## src/rtl/memory_control_n.sv

```systemverilog
// memory_control_n: shared-RAM arbiter and snooping coherence controller
// for CPUS instruction/data cache pairs.
module memory_control_n #(
    parameter int CPUS        = 2,
    parameter int WORD_W      = 32,
    parameter int BLOCK_WORDS = 2
) (
    input  logic                     CLK,
    input  logic                     RST,
    input  logic [CPUS-1:0]          iREN,
    input  logic [CPUS-1:0]          dREN,
    input  logic [CPUS-1:0]          dWEN,
    input  logic [CPUS-1:0]          cctrans,
    input  logic [CPUS-1:0]          ccwrite,
    input  logic [CPUS*WORD_W-1:0]   iaddr,
    input  logic [CPUS*WORD_W-1:0]   daddr,
    input  logic [CPUS*WORD_W-1:0]   dstore,
    output logic [CPUS-1:0]          iwait,
    output logic [CPUS-1:0]          dwait,
    output logic [CPUS-1:0]          ccwait,
    output logic [CPUS-1:0]          ccinv,
    output logic [CPUS*WORD_W-1:0]   iload,
    output logic [CPUS*WORD_W-1:0]   dload,
    output logic [CPUS*WORD_W-1:0]   ccsnoopaddr,
    output logic                     ramREN,
    output logic                     ramWEN,
    output logic [WORD_W-1:0]        ramaddr,
    output logic [WORD_W-1:0]        ramstore,
    input  logic [WORD_W-1:0]        ramload,
    input  logic [1:0]               ramstate
);

    localparam int         IW        = (CPUS > 1) ? $clog2(CPUS) : 1;
    localparam logic [1:0] RS_ACCESS = 2'b10;
    localparam logic [2:0] LAST_WORD = 3'(BLOCK_WORDS - 1);

    typedef enum logic [2:0] {
        IDLE,
        SNOOP,
        XFER,
        MEMRD,
        INV
    } state_t;

    state_t            r_state;
    logic [IW-1:0]     r_req;
    logic [IW-1:0]     r_owner;
    logic [IW-1:0]     r_rr;
    logic [IW-1:0]     r_irr;
    logic [WORD_W-1:0] r_addr;
    logic              r_wr;
    logic [2:0]        r_cnt;

    logic              w_access;
    logic              w_any_cc;
    logic              w_any_dw;
    logic              w_any_ir;
    logic              w_acks;
    logic              w_dirty;
    logic              w_last;
    logic [IW-1:0]     w_cgnt;
    logic [IW-1:0]     w_dgnt;
    logic [IW-1:0]     w_ignt;
    logic [IW-1:0]     w_own;

    // First requester at or after ptr, wrapping around.
    function automatic logic [IW-1:0] rr_pick(
        input logic [CPUS-1:0] req,
        input logic [IW-1:0]   ptr
    );
        logic [IW-1:0] pick;
        logic [IW-1:0] idx;
        pick = '0;
        for (int k = CPUS - 1; k >= 0; k--) begin
            idx = IW'((int'(ptr) + k) % CPUS);
            if (req[idx]) pick = idx;
        end
        return pick;
    endfunction

    function automatic logic [IW-1:0] next_ptr(input logic [IW-1:0] p);
        return (int'(p) == CPUS - 1) ? '0 : IW'(int'(p) + 1);
    endfunction

    function automatic logic [WORD_W-1:0] word(
        input logic [CPUS*WORD_W-1:0] v,
        input logic [IW-1:0]          i
    );
        logic [WORD_W-1:0] w;
        w = '0;
        for (int j = 0; j < CPUS; j++) begin
            if (IW'(j) == i) w = v[j*WORD_W +: WORD_W];
        end
        return w;
    endfunction

    assign w_access = (ramstate == RS_ACCESS);
    assign w_any_cc = |cctrans;
    assign w_any_dw = |dWEN;
    assign w_any_ir = |iREN;
    assign w_last   = (r_cnt == LAST_WORD);
    assign w_cgnt   = rr_pick(cctrans, r_rr);
    assign w_dgnt   = rr_pick(dWEN, r_rr);
    assign w_ignt   = rr_pick(iREN, r_irr);

    // Snoop acks from everyone but the requester; lowest dirty hit owns.
    always_comb begin
        w_acks  = 1'b1;
        w_dirty = 1'b0;
        w_own   = '0;
        for (int j = CPUS - 1; j >= 0; j--) begin
            if (IW'(j) != r_req) begin
                if (!cctrans[j]) w_acks = 1'b0;
                if (cctrans[j] && ccwrite[j]) begin
                    w_dirty = 1'b1;
                    w_own   = IW'(j);
                end
            end
        end
    end

    always_ff @(posedge CLK or posedge RST) begin
        if (RST) begin
            r_state <= IDLE;
            r_req   <= '0;
            r_owner <= '0;
            r_rr    <= '0;
            r_irr   <= '0;
            r_addr  <= '0;
            r_wr    <= 1'b0;
            r_cnt   <= '0;
        end else begin
            unique case (r_state)
                IDLE: begin
                    if (w_any_cc) begin
                        r_req   <= w_cgnt;
                        r_addr  <= word(daddr, w_cgnt);
                        r_wr    <= ccwrite[w_cgnt];
                        r_state <= SNOOP;
                    end else if (w_any_dw) begin
                        if (w_access) r_rr <= next_ptr(w_dgnt);
                    end else if (w_any_ir) begin
                        if (w_access) r_irr <= next_ptr(w_ignt);
                    end
                end
                SNOOP: begin
                    if (w_acks) begin
                        if (w_dirty) begin
                            r_owner <= w_own;
                            r_state <= XFER;
                        end else if (dREN[r_req]) begin
                            r_state <= MEMRD;
                        end else begin
                            r_state <= INV;
                        end
                    end
                end
                XFER, MEMRD: begin
                    if (w_access) begin
                        if (w_last) begin
                            r_cnt   <= '0;
                            r_rr    <= next_ptr(r_req);
                            r_state <= IDLE;
                        end else begin
                            r_cnt <= r_cnt + 3'd1;
                        end
                    end
                end
                INV: begin
                    r_cnt   <= '0;
                    r_rr    <= next_ptr(r_req);
                    r_state <= IDLE;
                end
                default: r_state <= IDLE;
            endcase
        end
    end

    always_comb begin
        iwait       = '1;
        dwait       = '1;
        ccwait      = '0;
        ccinv       = '0;
        ccsnoopaddr = '0;
        iload       = {CPUS{ramload}};
        dload       = {CPUS{ramload}};
        ramREN      = 1'b0;
        ramWEN      = 1'b0;
        ramaddr     = '0;
        ramstore    = '0;
        if (!RST) begin
            unique case (r_state)
                IDLE: begin
                    if (!w_any_cc && w_any_dw) begin
                        ramWEN   = 1'b1;
                        ramaddr  = word(daddr, w_dgnt);
                        ramstore = word(dstore, w_dgnt);
                        if (w_access) dwait[w_dgnt] = 1'b0;
                    end else if (!w_any_cc && w_any_ir) begin
                        ramREN  = 1'b1;
                        ramaddr = word(iaddr, w_ignt);
                        if (w_access) iwait[w_ignt] = 1'b0;
                    end
                end
                SNOOP: begin
                    for (int j = 0; j < CPUS; j++) begin
                        if (IW'(j) != r_req) begin
                            ccsnoopaddr[j*WORD_W +: WORD_W] = r_addr;
                            ccinv[j] = r_wr;
                        end
                    end
                end
                XFER: begin
                    ramWEN   = 1'b1;
                    ramaddr  = word(daddr, r_owner);
                    ramstore = word(dstore, r_owner);
                    for (int j = 0; j < CPUS; j++) begin
                        if (IW'(j) == r_req)
                            dload[j*WORD_W +: WORD_W] = word(dstore, r_owner);
                    end
                    if (w_access) begin
                        dwait[r_req]   = 1'b0;
                        dwait[r_owner] = 1'b0;
                    end
                end
                MEMRD: begin
                    ramREN  = 1'b1;
                    ramaddr = word(daddr, r_req);
                    if (w_access) dwait[r_req] = 1'b0;
                end
                INV: ;
                default: ;
            endcase
            if (r_state != IDLE) begin
                for (int j = 0; j < CPUS; j++) begin
                    if (IW'(j) != r_req) ccwait[j] = 1'b1;
                end
            end
        end
    end

endmodule

```

## config.mk

```make
export PLATFORM = sky130hd
export DESIGN_NAME = memory_control_n
export DESIGN_NICKNAME = d
export VERILOG_FILES = /design/src/rtl/memory_control_n.sv
export SDC_FILE = /design/constraint.sdc
export NUM_CORES = 1
export LEC_CHECK = 0
export CAP_MARGIN = 10
export CORE_AREA = 2 2 194 196
export CTS_BUF_LIST = sky130_fd_sc_hd__clkbuf_2
export DETAILED_ROUTE_END_ITERATION = 6
export DIE_AREA = 0 0 196 198
export GPL_TIMING_DRIVEN = 1
export HOLD_SLACK_MARGIN = 0.12
export PLACE_DENSITY = 0.61
export SYNTH_ARGS = -nofsm -noshare
export SYNTH_HDL_FRONTEND = slang
export SYNTH_SLANG_ARGS = --single-unit
```

## constraint.sdc

```tcl
create_clock -name CLK -period 4.7 [get_ports CLK]
set_clock_uncertainty 0.1 [all_clocks]
set_input_delay 0.94 -clock CLK [delete_from_list [all_inputs] [get_ports CLK]]
set_output_delay 0.94 -clock CLK [all_outputs]
set_load 0.1 [all_outputs]
```

==> impl_metrics.csv, run 1 <==
group,metric,value,unit
outcome,status,"complete, no violations",
setup_path,worstSetupEndpointType,"primary output",
final_layout,nFillCells,3800,
floorplanning,die_w,196,um
logic_synthesis,synth_cell_types,43,
routing,drc,0,
logic_synthesis,synth.avg_cell_area,7.38,um2
clock_tree,cts_root_buf,"clkbuf_2",
final_layout,layout-drive-gt1-share,0.289,
setup_path,crit_family,"buffers and inverters",
final_layout,final_cell_count_no_fill,1795,
global_routing,grt_max_degree,70,
clock_tree,clock-sinks,43,
global_routing,grt_pass1_vias,8122,
placed_design,gp_congestion,0.862,
floorplanning,boundaryPins,504,
power,total_power,6.81,mW
logic_synthesis,seq_area_frac_synth,0.158,
setup_path,crit_type,"input port to primary output",
floorplanning,fp.dieH,198,um
routing,dr.pass1.iters,5,
clock_tree,clk_latency,0.41,ns
routing,drt-vias-per-instance,4.58,
sta,min_period,4.21,ns
clock_tree,cts_buffers,5,
final_layout,layout.nets,1557,
sta,fmax,0.237,GHz
power,power_density,517,nW/um2
placed_design,dp_hpwl,27500,um
logic_synthesis,async_reset_ff_frac,1.00,
logic_synthesis,synthCells,923,
power,vdd_drop_max,0.276,mV
global_routing,grt-ovfl-total,0,
floorplanning,coreArea,37000,um2
setup_path,crit_fanout,32,
floorplanning,start_util,0.184,
sta,tightest_slew,0.929,ns
floorplanning,core.rowCount,71,
routing,ant_nets,0,
clock_tree,cts.hold.buffers_added,0,
global_routing,antenna_found_initial,1,
clock_tree,ctsHtreeMaxLevel,2,
final_layout,most-common-layout-cells,"clkdlybuf4s50_1, buf_12, buf_4, mux2i_1, nor2_1",
final_layout,layout_commonest_cell,"clkdlybuf4s50_1",
routing,dr_total_vias,8223,
clock_tree,post_cts_buffers,0,
sta,rsz0062_at_grt,"no",
floorplanning,die_area,38800,um2
setup_path,cp.arrival,3.17,ns
routing,wirelength,33900,um
setup_path,cp-start-kind,"input port",
logic_synthesis,synthFlopType,"dfrtp_1",
logic_synthesis,synth_area,6820,um2
logic_synthesis,synth_edf_count,0,
sta,finalSetupViolCount,0,
routing,drt_iter0_drc,222,
setup_path,slowest_delay,0.55,ns
setup_path,slowest_stage,"clkdlybuf4s50_1",
global_routing,grt_pass1_wl,50100,um
run,maxCapViolations,0,
sta,finalHoldViolations,0,
logic_synthesis,ys_seq_elements,43,
logic_synthesis,ys_warn_count,0,
logic_synthesis,synth_nets,1161,
sta,period_share,0.897,
sta,slew_headroom,0.379,
setup_path,path_cells,"clkdlybuf4s50_1 -> nor2_1 -> nor4b_1 -> nand2_1 -> buf_4 -> o221ai_1 -> buf_12",
final_layout,syn_to_final_growth,93.5,%
global_routing,grt.total_usage,0.166,
clock_tree,clk_pin_slew_worst_paths,0.23,ns
routing,wl_per_cell,18.9,um
min_path,min_path_type,"flip-flop to flip-flop",
power,total_leakage_power,5.65,nW
clock_tree,cts.path.max_buffers,2,
placed_design,port_buffers,503,
setup_path,worst-path-buf-inv,3,
setup_path,cp.required,3.66,ns
placed_design,placed_cells,1786,
sta,tns,0,ns
clock_tree,ctsResizeCount,0,
clock_tree,cts_tree,"done",
sta,drv_slew,0,
-- sequential cells by signal, indices dropped and copies added, names as in the netlist --
register	count
r_addr	32
r_cnt	3
r_irr	1
r_owner	1
r_req	1
r_rr	1
r_state	3
r_wr	1
-- Yosys cell counts, types with 2 or more instances --
library cell    n  share of area
nand2b_1        3         0.0028
o21a_1         33          0.036
a21oi_1        73          0.054
buf_1          12         0.0066
nand3_1         4         0.0029
a21oi_2        28          0.036
clkbuf_1       45          0.025
nand2_1        77          0.042
o21ai_0        73          0.054
buf_2          17          0.012
o211ai_1        5         0.0055
nor3_1          5         0.0037
dfrtp_1        43           0.16
a211oi_1        2         0.0022
o221ai_1       32          0.041
buf_4          66          0.073
mux2i_1       132           0.19
nand3b_1       32          0.035
and3_1          2         0.0018
inv_1           5         0.0028
buf_6           7          0.012
nor2b_1         5         0.0046
nor2_1        102          0.056
and2_1         68          0.062
mux2_2         34          0.056
-- layout make-up --
type | instances | area, um2 | area share
tap | 474 | 593 | 0.0450
clock buffer | 6 | 30.0 | 0.00228
sequential | 43 | 1080 | 0.0817
inverter | 7 | 26.3 | 0.00199
timing repair buffer | 536 | 6540 | 0.496
clock inverter | 2 | 7.51 | 0.000569
antenna | 1 | 2.50 | 0.000190
multi-input combinational | 726 | 4910 | 0.372
-- metrics by stage --
stage	worst slack, ns	util	hold slack, ns	instance area (um2)
after floorplan	0.127	-	0.355	6820
after global placement	0.522	0.356	0.368	13100
after detailed placement	0.520	0.356	0.380	13100
after CTS	0.516	0.357	0.433	13200
after global routing	0.250	0.357	0.458	13200
final	0.486	0.357	0.425	13200
-- tightest hold or removal path, cell delays in order, from the launching register on --
cell and delay [ns]:
dfrtp_1 0.41, nand2_1 0.05, o21ai_0 0.06
-- report_power, final --
group	switching, mW	total, mW	leakage [nW]	internal [mW]
clock	0.134	0.169	0.0281	0.0358
combinational	3.96	5.90	5.10	1.94
sequential	0.192	0.738	0.527	0.545
-- worst paths after layout --
| path | startpoint | endpoint | depth (start not counted) | slack [ns] |
|---|---|---|---|---|
| max | cctrans[0] | ramaddr[3] | 7 | 0.49 |
| min | r_addr[14]$_DFFE_PP0P_ | r_addr[14]$_DFFE_PP0P_ | 2 | 0.42 |
| max reg2reg | r_rr$_DFFE_PP0P_ | r_addr[3]$_DFFE_PP0P_ | 4 | 2.44 |
| min reg2reg | r_addr[14]$_DFFE_PP0P_ | r_addr[14]$_DFFE_PP0P_ | 2 | 0.42 |
| max in group asynchronous | RST | r_owner$_DFFE_PP0P_ | 4 | 3.01 |
| min in group asynchronous | RST | r_addr[26]$_DFFE_PP0P_ | 4 | 1.06 |
-- metal layers --
| layer | routed length [um] | part of all wire | global-route usage |
|---|---|---|---|
| met2 | 17500 | 0.51 | 0.314 |
| met5 | 0 | 0 | 0 |
| met1 | 13300 | 0.39 | 0.189 |
| met3 | 2460 | 0.072 | 0.0334 |
| met4 | 752 | 0.022 | 0.0471 |
-- cells by family after synthesis --
kind of cell | share of synthesized area
DFF | 0.158
and+or+nand+nor | 0.221
muxes | 0.250
AOI/OAI and AO/OA | 0.239
buffers and inverters | 0.132
(Power assumes the default switching activity.)
==> run 2: changes to the inputs <==
--- a/config.mk
+++ b/config.mk
@@ -11,7 +11,7 @@
 export DETAILED_ROUTE_END_ITERATION = 6
 export DIE_AREA = 0 0 196 198
 export GPL_TIMING_DRIVEN = 1
-export HOLD_SLACK_MARGIN = 0.12
+export HOLD_SLACK_MARGIN = 0.15
 export PLACE_DENSITY = 0.61
 export SYNTH_ARGS = -nofsm -noshare
 export SYNTH_HDL_FRONTEND = slang
==> results of run 2 <==
The final DEF is identical to that of run 1; final timing and power are the same.
